$ cat src/rtl/signal_period_meter_if.sv
// rtl/signal_period_meter_if.sv - sample stream in, period measurement results out
interface signal_period_meter_if #(
    parameter int DATA_W = 16,
    parameter int CNT_W  = 24
);
    logic [DATA_W-1:0] sample_i;
    logic              sample_valid_i;
    logic [CNT_W-1:0]  period_o;
    logic [CNT_W-1:0]  nsamp_o;
    logic [DATA_W-1:0] min_o;
    logic [DATA_W-1:0] max_o;
    logic              result_valid_o;
    logic              locked_o;
    logic              timeout_o;

    modport master (
        output sample_i, sample_valid_i,
        input  period_o, nsamp_o, min_o, max_o, result_valid_o, locked_o, timeout_o
    );

    modport slave (
        input  sample_i, sample_valid_i,
        output period_o, nsamp_o, min_o, max_o, result_valid_o, locked_o, timeout_o
    );
endinterface

$ cat src/rtl/signal_period_meter.sv
// rtl/signal_period_meter.sv - rising midscale-crossing period/min/max meter with hysteresis
module signal_period_meter #(
    parameter int DATA_W  = 16,
    parameter int CNT_W   = 24,
    parameter int HYST    = 256,
    parameter int TIMEOUT = 50_000_000
) (
    input  logic                  clk,
    input  logic                  rst,
    signal_period_meter_if.slave  bus
);
    typedef enum logic [1:0] {ARM, FIRST, MEAS_HI, MEAS_LO} state_e;

    localparam longint MID_L   = longint'(1) << (DATA_W - 1);
    localparam longint FULL_L  = (longint'(1) << DATA_W) - 1;
    localparam longint HYST_L  = longint'(HYST);
    localparam longint TH_LO_L = (MID_L > HYST_L) ? MID_L - HYST_L : 64'sd0;
    localparam longint TH_HI_L = (MID_L + HYST_L > FULL_L) ? FULL_L : MID_L + HYST_L;
    localparam logic [DATA_W-1:0] TH_LO = DATA_W'(TH_LO_L);
    localparam logic [DATA_W-1:0] TH_HI = DATA_W'(TH_HI_L);

    localparam int              TO_W    = $clog2(TIMEOUT + 1);
    localparam logic [TO_W-1:0] TO_LAST = TO_W'(TIMEOUT - 1);
    localparam logic [CNT_W-1:0] CNT_MAX = {CNT_W{1'b1}};

    state_e            state_q, state_d;
    logic [CNT_W-1:0]  cnt_q, cnt_d, ns_q, ns_d;
    logic [DATA_W-1:0] lo_q, lo_d, hi_q, hi_d;
    logic [CNT_W-1:0]  period_q, period_d, nsamp_q, nsamp_d;
    logic [DATA_W-1:0] min_q, min_d, max_q, max_d;
    logic              result_valid_q, result_valid_d;
    logic              locked_q, locked_d, timeout_q, timeout_d;
    logic [TO_W-1:0]   to_cnt_q, to_cnt_d;

    logic smp_lo, smp_hi, trig, result, to_hit, meas;

    assign smp_lo = bus.sample_valid_i && (bus.sample_i < TH_LO);
    assign smp_hi = bus.sample_valid_i && (bus.sample_i >= TH_HI);
    assign meas   = (state_q == MEAS_HI) || (state_q == MEAS_LO);
    assign to_hit = (state_q != ARM) && (to_cnt_q == TO_LAST);

    always_ff @(posedge clk) begin
        if (rst) begin
            state_q <= ARM;
        end else begin
            state_q <= state_d;
        end
    end

    // A trigger always beats a timeout landing on the same cycle.
    always_comb begin
        state_d = state_q;
        trig    = 1'b0;
        case (state_q)
            ARM:     if (smp_lo) state_d = FIRST;
            FIRST:   if (smp_hi) begin trig = 1'b1; state_d = MEAS_HI; end
            MEAS_HI: if (smp_lo) state_d = MEAS_LO;
            MEAS_LO: if (smp_hi) begin trig = 1'b1; state_d = MEAS_HI; end
            default: state_d = ARM;
        endcase
        if (to_hit && !trig) state_d = ARM;
    end

    assign result = trig && (state_q == MEAS_LO);

    always_comb begin
        cnt_d          = cnt_q;
        ns_d           = ns_q;
        lo_d           = lo_q;
        hi_d           = hi_q;
        period_d       = period_q;
        nsamp_d        = nsamp_q;
        min_d          = min_q;
        max_d          = max_q;
        result_valid_d = 1'b0;
        locked_d       = locked_q;
        timeout_d      = timeout_q;
        to_cnt_d       = (state_q == ARM || trig || to_hit) ? '0 : to_cnt_q + TO_W'(1);

        // The trigger sample opens the new period; the closing one is not counted in the old.
        if (trig) begin
            cnt_d = CNT_W'(1);
            ns_d  = CNT_W'(1);
            lo_d  = bus.sample_i;
            hi_d  = bus.sample_i;
        end else if (meas) begin
            cnt_d = (cnt_q == CNT_MAX) ? cnt_q : cnt_q + CNT_W'(1);
            if (bus.sample_valid_i) begin
                ns_d = (ns_q == CNT_MAX) ? ns_q : ns_q + CNT_W'(1);
                if (bus.sample_i < lo_q) lo_d = bus.sample_i;
                if (bus.sample_i > hi_q) hi_d = bus.sample_i;
            end
        end

        if (result) begin
            period_d       = cnt_q;
            nsamp_d        = ns_q;
            min_d          = lo_q;
            max_d          = hi_q;
            result_valid_d = 1'b1;
            locked_d       = 1'b1;
            timeout_d      = 1'b0;
        end else if (to_hit) begin
            locked_d  = 1'b0;
            timeout_d = 1'b1;
        end
    end

    always_ff @(posedge clk) begin
        if (rst) begin
            cnt_q          <= '0;
            ns_q           <= '0;
            lo_q           <= '0;
            hi_q           <= '0;
            period_q       <= '0;
            nsamp_q        <= '0;
            min_q          <= '0;
            max_q          <= '0;
            result_valid_q <= 1'b0;
            locked_q       <= 1'b0;
            timeout_q      <= 1'b0;
            to_cnt_q       <= '0;
        end else begin
            cnt_q          <= cnt_d;
            ns_q           <= ns_d;
            lo_q           <= lo_d;
            hi_q           <= hi_d;
            period_q       <= period_d;
            nsamp_q        <= nsamp_d;
            min_q          <= min_d;
            max_q          <= max_d;
            result_valid_q <= result_valid_d;
            locked_q       <= locked_d;
            timeout_q      <= timeout_d;
            to_cnt_q       <= to_cnt_d;
        end
    end

    assign bus.period_o       = period_q;
    assign bus.nsamp_o        = nsamp_q;
    assign bus.min_o          = min_q;
    assign bus.max_o          = max_q;
    assign bus.result_valid_o = result_valid_q;
    assign bus.locked_o       = locked_q;
    assign bus.timeout_o      = timeout_q;
endmodule

$ cat src/flat_wrapper.sv
// flat-port wrapper written by rule: the top's interface ports become plain ports
module signal_period_meter_flat 
#(
    parameter int DATA_W  = 16,
    parameter int CNT_W   = 24,
    parameter int HYST    = 256,
    parameter int TIMEOUT = 50_000_000
)
  (clk, rst, bus_sample_i, bus_sample_valid_i, bus_period_o, bus_nsamp_o, bus_min_o, bus_max_o, bus_result_valid_o, bus_locked_o, bus_timeout_o);
  signal_period_meter_if #(.DATA_W(DATA_W), .CNT_W(CNT_W)) bus_i ();
  input  logic clk;
  input  logic rst;
  input wire logic [$bits(bus_i.sample_i)-1:0] bus_sample_i;
  input wire logic [$bits(bus_i.sample_valid_i)-1:0] bus_sample_valid_i;
  output wire logic [$bits(bus_i.period_o)-1:0] bus_period_o;
  output wire logic [$bits(bus_i.nsamp_o)-1:0] bus_nsamp_o;
  output wire logic [$bits(bus_i.min_o)-1:0] bus_min_o;
  output wire logic [$bits(bus_i.max_o)-1:0] bus_max_o;
  output wire logic [$bits(bus_i.result_valid_o)-1:0] bus_result_valid_o;
  output wire logic [$bits(bus_i.locked_o)-1:0] bus_locked_o;
  output wire logic [$bits(bus_i.timeout_o)-1:0] bus_timeout_o;
  assign bus_i.sample_i = bus_sample_i;
  assign bus_i.sample_valid_i = bus_sample_valid_i;
  assign bus_period_o = bus_i.period_o;
  assign bus_nsamp_o = bus_i.nsamp_o;
  assign bus_min_o = bus_i.min_o;
  assign bus_max_o = bus_i.max_o;
  assign bus_result_valid_o = bus_i.result_valid_o;
  assign bus_locked_o = bus_i.locked_o;
  assign bus_timeout_o = bus_i.timeout_o;
  signal_period_meter #(.DATA_W(DATA_W), .CNT_W(CNT_W), .HYST(HYST), .TIMEOUT(TIMEOUT)) u_core (.clk(clk), .rst(rst), .bus(bus_i));
endmodule
$ cat config.mk
export PLATFORM = sky130hd
export DESIGN_NAME = signal_period_meter_flat
export DESIGN_NICKNAME = d
export VERILOG_FILES = /design/src/rtl/signal_period_meter_if.sv /design/src/rtl/signal_period_meter.sv /design/src/flat_wrapper.sv
export SDC_FILE = /design/constraint.sdc
export NUM_CORES = 1
export LEC_CHECK = 0
export ABC_CLOCK_PERIOD_IN_PS = 2450
export CAP_MARGIN = 30
export CORE_UTILIZATION = 55
export CTS_CLUSTER_SIZE = 20
export DETAILED_ROUTE_END_ITERATION = 10
export PLACE_DENSITY = 0.79
export SYNTH_ARGS = -nofsm -noshare
export SYNTH_HDL_FRONTEND = slang
export SYNTH_SLANG_ARGS = --single-unit
export TNS_END_PERCENT = 5
$ cat constraint.sdc
create_clock -name clk -period 2.45 [get_ports clk]
set_input_delay 0.49 -clock clk [delete_from_list [all_inputs] [get_ports clk]]
set_output_delay 0.49 -clock clk [all_outputs]
set_load 0.005 [all_outputs]
==> impl_metrics.py <==
metrics = {
    "clock_tree": {
        "insertion_delay_ps": 440,
        "ctsHoldBuffers": 0,
        "clk_pin_slew_ps": 70,
        "postCtsSetupRepairBufs": 0,
        "cts_tree": "built",
        "cts_sinks": 191,
        "h-tree-depth": 4,
        "numCtsBuffers": 17,
        "cts_root_buf": "clkbuf_16",
        "clockBufferDepth": 2,
    },
    "yosys": {
        "synth_nets": 898,
        "synth_warnings": 0,
        "yosysTopAreaCell": "dfxtp_1",
        "synth_area_leaders": "dfxtp_1 48%, a22o_1 8.7%, ha_1 5.3%",
        "synthArstFlopShare_pct": 0,
        "ys_types": 53,
        "netlist_instances": 845,
        "synth-edff-count": 0,
        "ys_seq_area_share_pct": 47.6,
        "avgSynthCellArea_um2": 9.51,
        "synth_area_um2": 8040,
        "ys.flop_type": "dfxtp_1",
        "synth_top_area_share_pct": 47.6,
        "yosys_register_bits": 191,
    },
    "detailed_routing": {
        "firstDrtPassIters": 6,
        "drt_iter0_markers": 444,
        "routed_wl_mm": 17.6,
        "viasPerCell": 5.60,
        "drtAntennaViolNets": 0,
        "drc_errors": 0,
        "wl_per_cell_um": 15.1,
        "vias": 6514,
    },
    "critical_path": {
        "required_ps": 2810,
        "worstSetupEndpointType": "register",
        "rr_worst_depth": 9,
        "slowest_stage": "clkdlybuf4s50_1",
        "timing.rr.end": "u_core.lo_q[10]",
        "start_kind": "input port",
        "path_cells": "clkdlybuf4s50_1 -> ha_1 -> a21oi_1 -> nand2_1 -> a211o_1 -> a311oi_2 -> buf_4 -> o21ai_0 -> a21oi_1",
        "cp_max_fo": 16,
        "path_buf_inv": 2,
        "crit_type": "in2reg",
        "worstReg2RegStart": "u_core.lo_q[6]",
        "cp_top_family": "compound AO/OA/AOI/OAI gates",
        "cpPeakStageDelay_ps": 530,
        "arrival_ps": 2710,
        "crit_top_cell": "a21oi_1",
        "r2r_setup_slack_ps": 250,
    },
    "floorplan": {
        "die_area_um2": 15100,
        "coreArea_um2": 14000,
        "num_rows": 43,
        "start_util_pct": 57.2,
        "io_pins": 102,
        "die_y_um": 123,
        "die_w_um": 123,
    },
    "layout": {
        "final_cell_mix": "191 x dfxtp_1, 101 x clkdlybuf4s50_1, 80 x nor2_1, 80 x a22o_1",
        "mostFrequentLayoutCell": "dfxtp_1",
        "syn_to_final_growth_pct": 25.9,
        "drive_above_1_share_pct": 10.4,
        "fin_area_um2": 10100,
        "n_antenna_cell": 0,
        "final_nets": 1023,
    },
    "timing": {
        "setup_viol": 0,
        "max_freq_mhz": 427,
        "rsz0062_at_grt": "true",
        "worst_pin_slew_ps": 610,
        "slew_headroom_pct": 59.3,
        "holdWs_ps": 469,
        "clock_skew_ps": 16.7,
        "fin_crit_ps": 2340,
        "period_share_pct": 95.7,
        "slew_violations": 0,
        "hold_viol": 0,
    },
    "placement": {
        "io_buffers": 101,
        "post-dp-hpwl_mm": 12.1,
        "placed_area_um2": 9490,
        "place_congestion": 0.889,
    },
    "hold_path": {
        "hold_depth": 1,
        "hold_path_class": "reg2reg",
        "worstHoldStart": "u_core.hi_q[5]",
        "holdPathEnd": "u_core.bus.max_o[5]",
    },
    "global_routing": {
        "grtUsageTotal_pct": 24.5,
        "grt_pass1_vias": 5934,
        "grt_pass1_wl_mm": 29.2,
        "antenna_found_initial": 0,
        "overflow": 0,
        "grt_max_degree": 52,
    },
    "pwr": {
        "p_leak_uw": 0.00368,
        "peakVddDrop_uv": 548,
        "power_density_nw_per_um2": 629,
    },
    "flow_run": {
        "drv_cap": 0,
    },
    "status": {
        "outcome": "finished, final reports clean",
    },
}
logic make-up after synthesis:
logic type | Yosys count | synth area share, %
buffers and inverters | 86 | 4.72
AND/OR/NAND/NOR | 277 | 18.0
multiplexers | 2 | 0.249
flip-flops | 191 | 47.6
adder cells (fa/ha/maj) | 34 | 5.29
XOR/XNOR | 61 | 6.65
AO/OA/AOI/OAI | 194 | 17.5
power by group:
part	leakage, uW	internal, uW	switching, uW
registers	0.00154	3120	14.7
clock network	0.000294	1650	1230
logic	0.00184	150	198
stage by stage:
stage,TNS (ps),worst slack (ps),power (uW),util (%),std cells
floorplan,0,220,3390,-,845
global placement,-8460,-279,3540,67.6,1131
detailed placement,-11020,-330,3550,67.6,1131
CTS,0,119,6400,72.0,1163
global route,-18.4,-18.4,6590,72.1,1163
finish,0,106,6370,72.1,1163
how the worst max path moves through the flow:
stage	start	endpoint	slack, ps	depth (start not counted)
2_1_floorplan	bus_sample_i[7]	u_core.lo_q[10]	220	8
3_3_place_gp	bus_sample_i[7]	u_core.lo_q[15]	-280	9
3_5_place_dp	bus_sample_i[7]	u_core.lo_q[15]	-330	9
4_1_cts	bus_sample_i[7]	u_core.lo_q[15]	120	9
5_1_grt	bus_sample_i[14]	u_core.lo_q[10]	-20	9
6_report	bus_sample_i[14]	u_core.lo_q[10]	110	9
sequential cells by signal, summed over array words and instances, names as in the netlist:
name and count:
u_core.to_cnt_q 26, u_core.bus.nsamp_o 24, u_core.bus.period_o 24, u_core.cnt_q 24, u_core.ns_q 24, u_core.bus.max_o 16, u_core.bus.min_o 16, u_core.hi_q 16
u_core.lo_q 16, u_core.state_q 2, u_core.bus.locked_o 1, u_core.bus.result_valid_o 1, u_core.bus.timeout_o 1
metal layers:
metal	GRT usage (%)	vias up	wire length (um)
met2	38.3	148	7890
met4	6.86	0	219
li1	-	3286	-
met1	34.0	3065	8720
met3	5.48	15	769
met5	0	-	0
repair_timing:
action,in CTS,in global routing
endpoints found under the setup margin,0,16
hold endpoints to repair,0,0
resized for setup,0,2
layout make-up:
cell class              count  area, um2
flip-flops and latches    191       3820
clock inverters            13        178
repair buffers            152       1440
multi-input cells         568       3860
clock buffers              19        443
fillers                  1041       3920
well taps                 180        225
inverters                  40        150
Yosys cell counts (all sizes together), types with 3 or more instances:
master and instances:
nor4 10, buf 22, nand4 32, nand2 37
or3 23, nor2 80, clkbuf 24, and4 8
inv 40, a22o 80, xor2 42, nor3 12
ha 34, dfxtp 191, nand3 52, a21oi 53
o21ai 29, a21o 17, and3 10, xnor2 19
nand2b 3
Note: power is estimated with default switching activity, not from simulation.
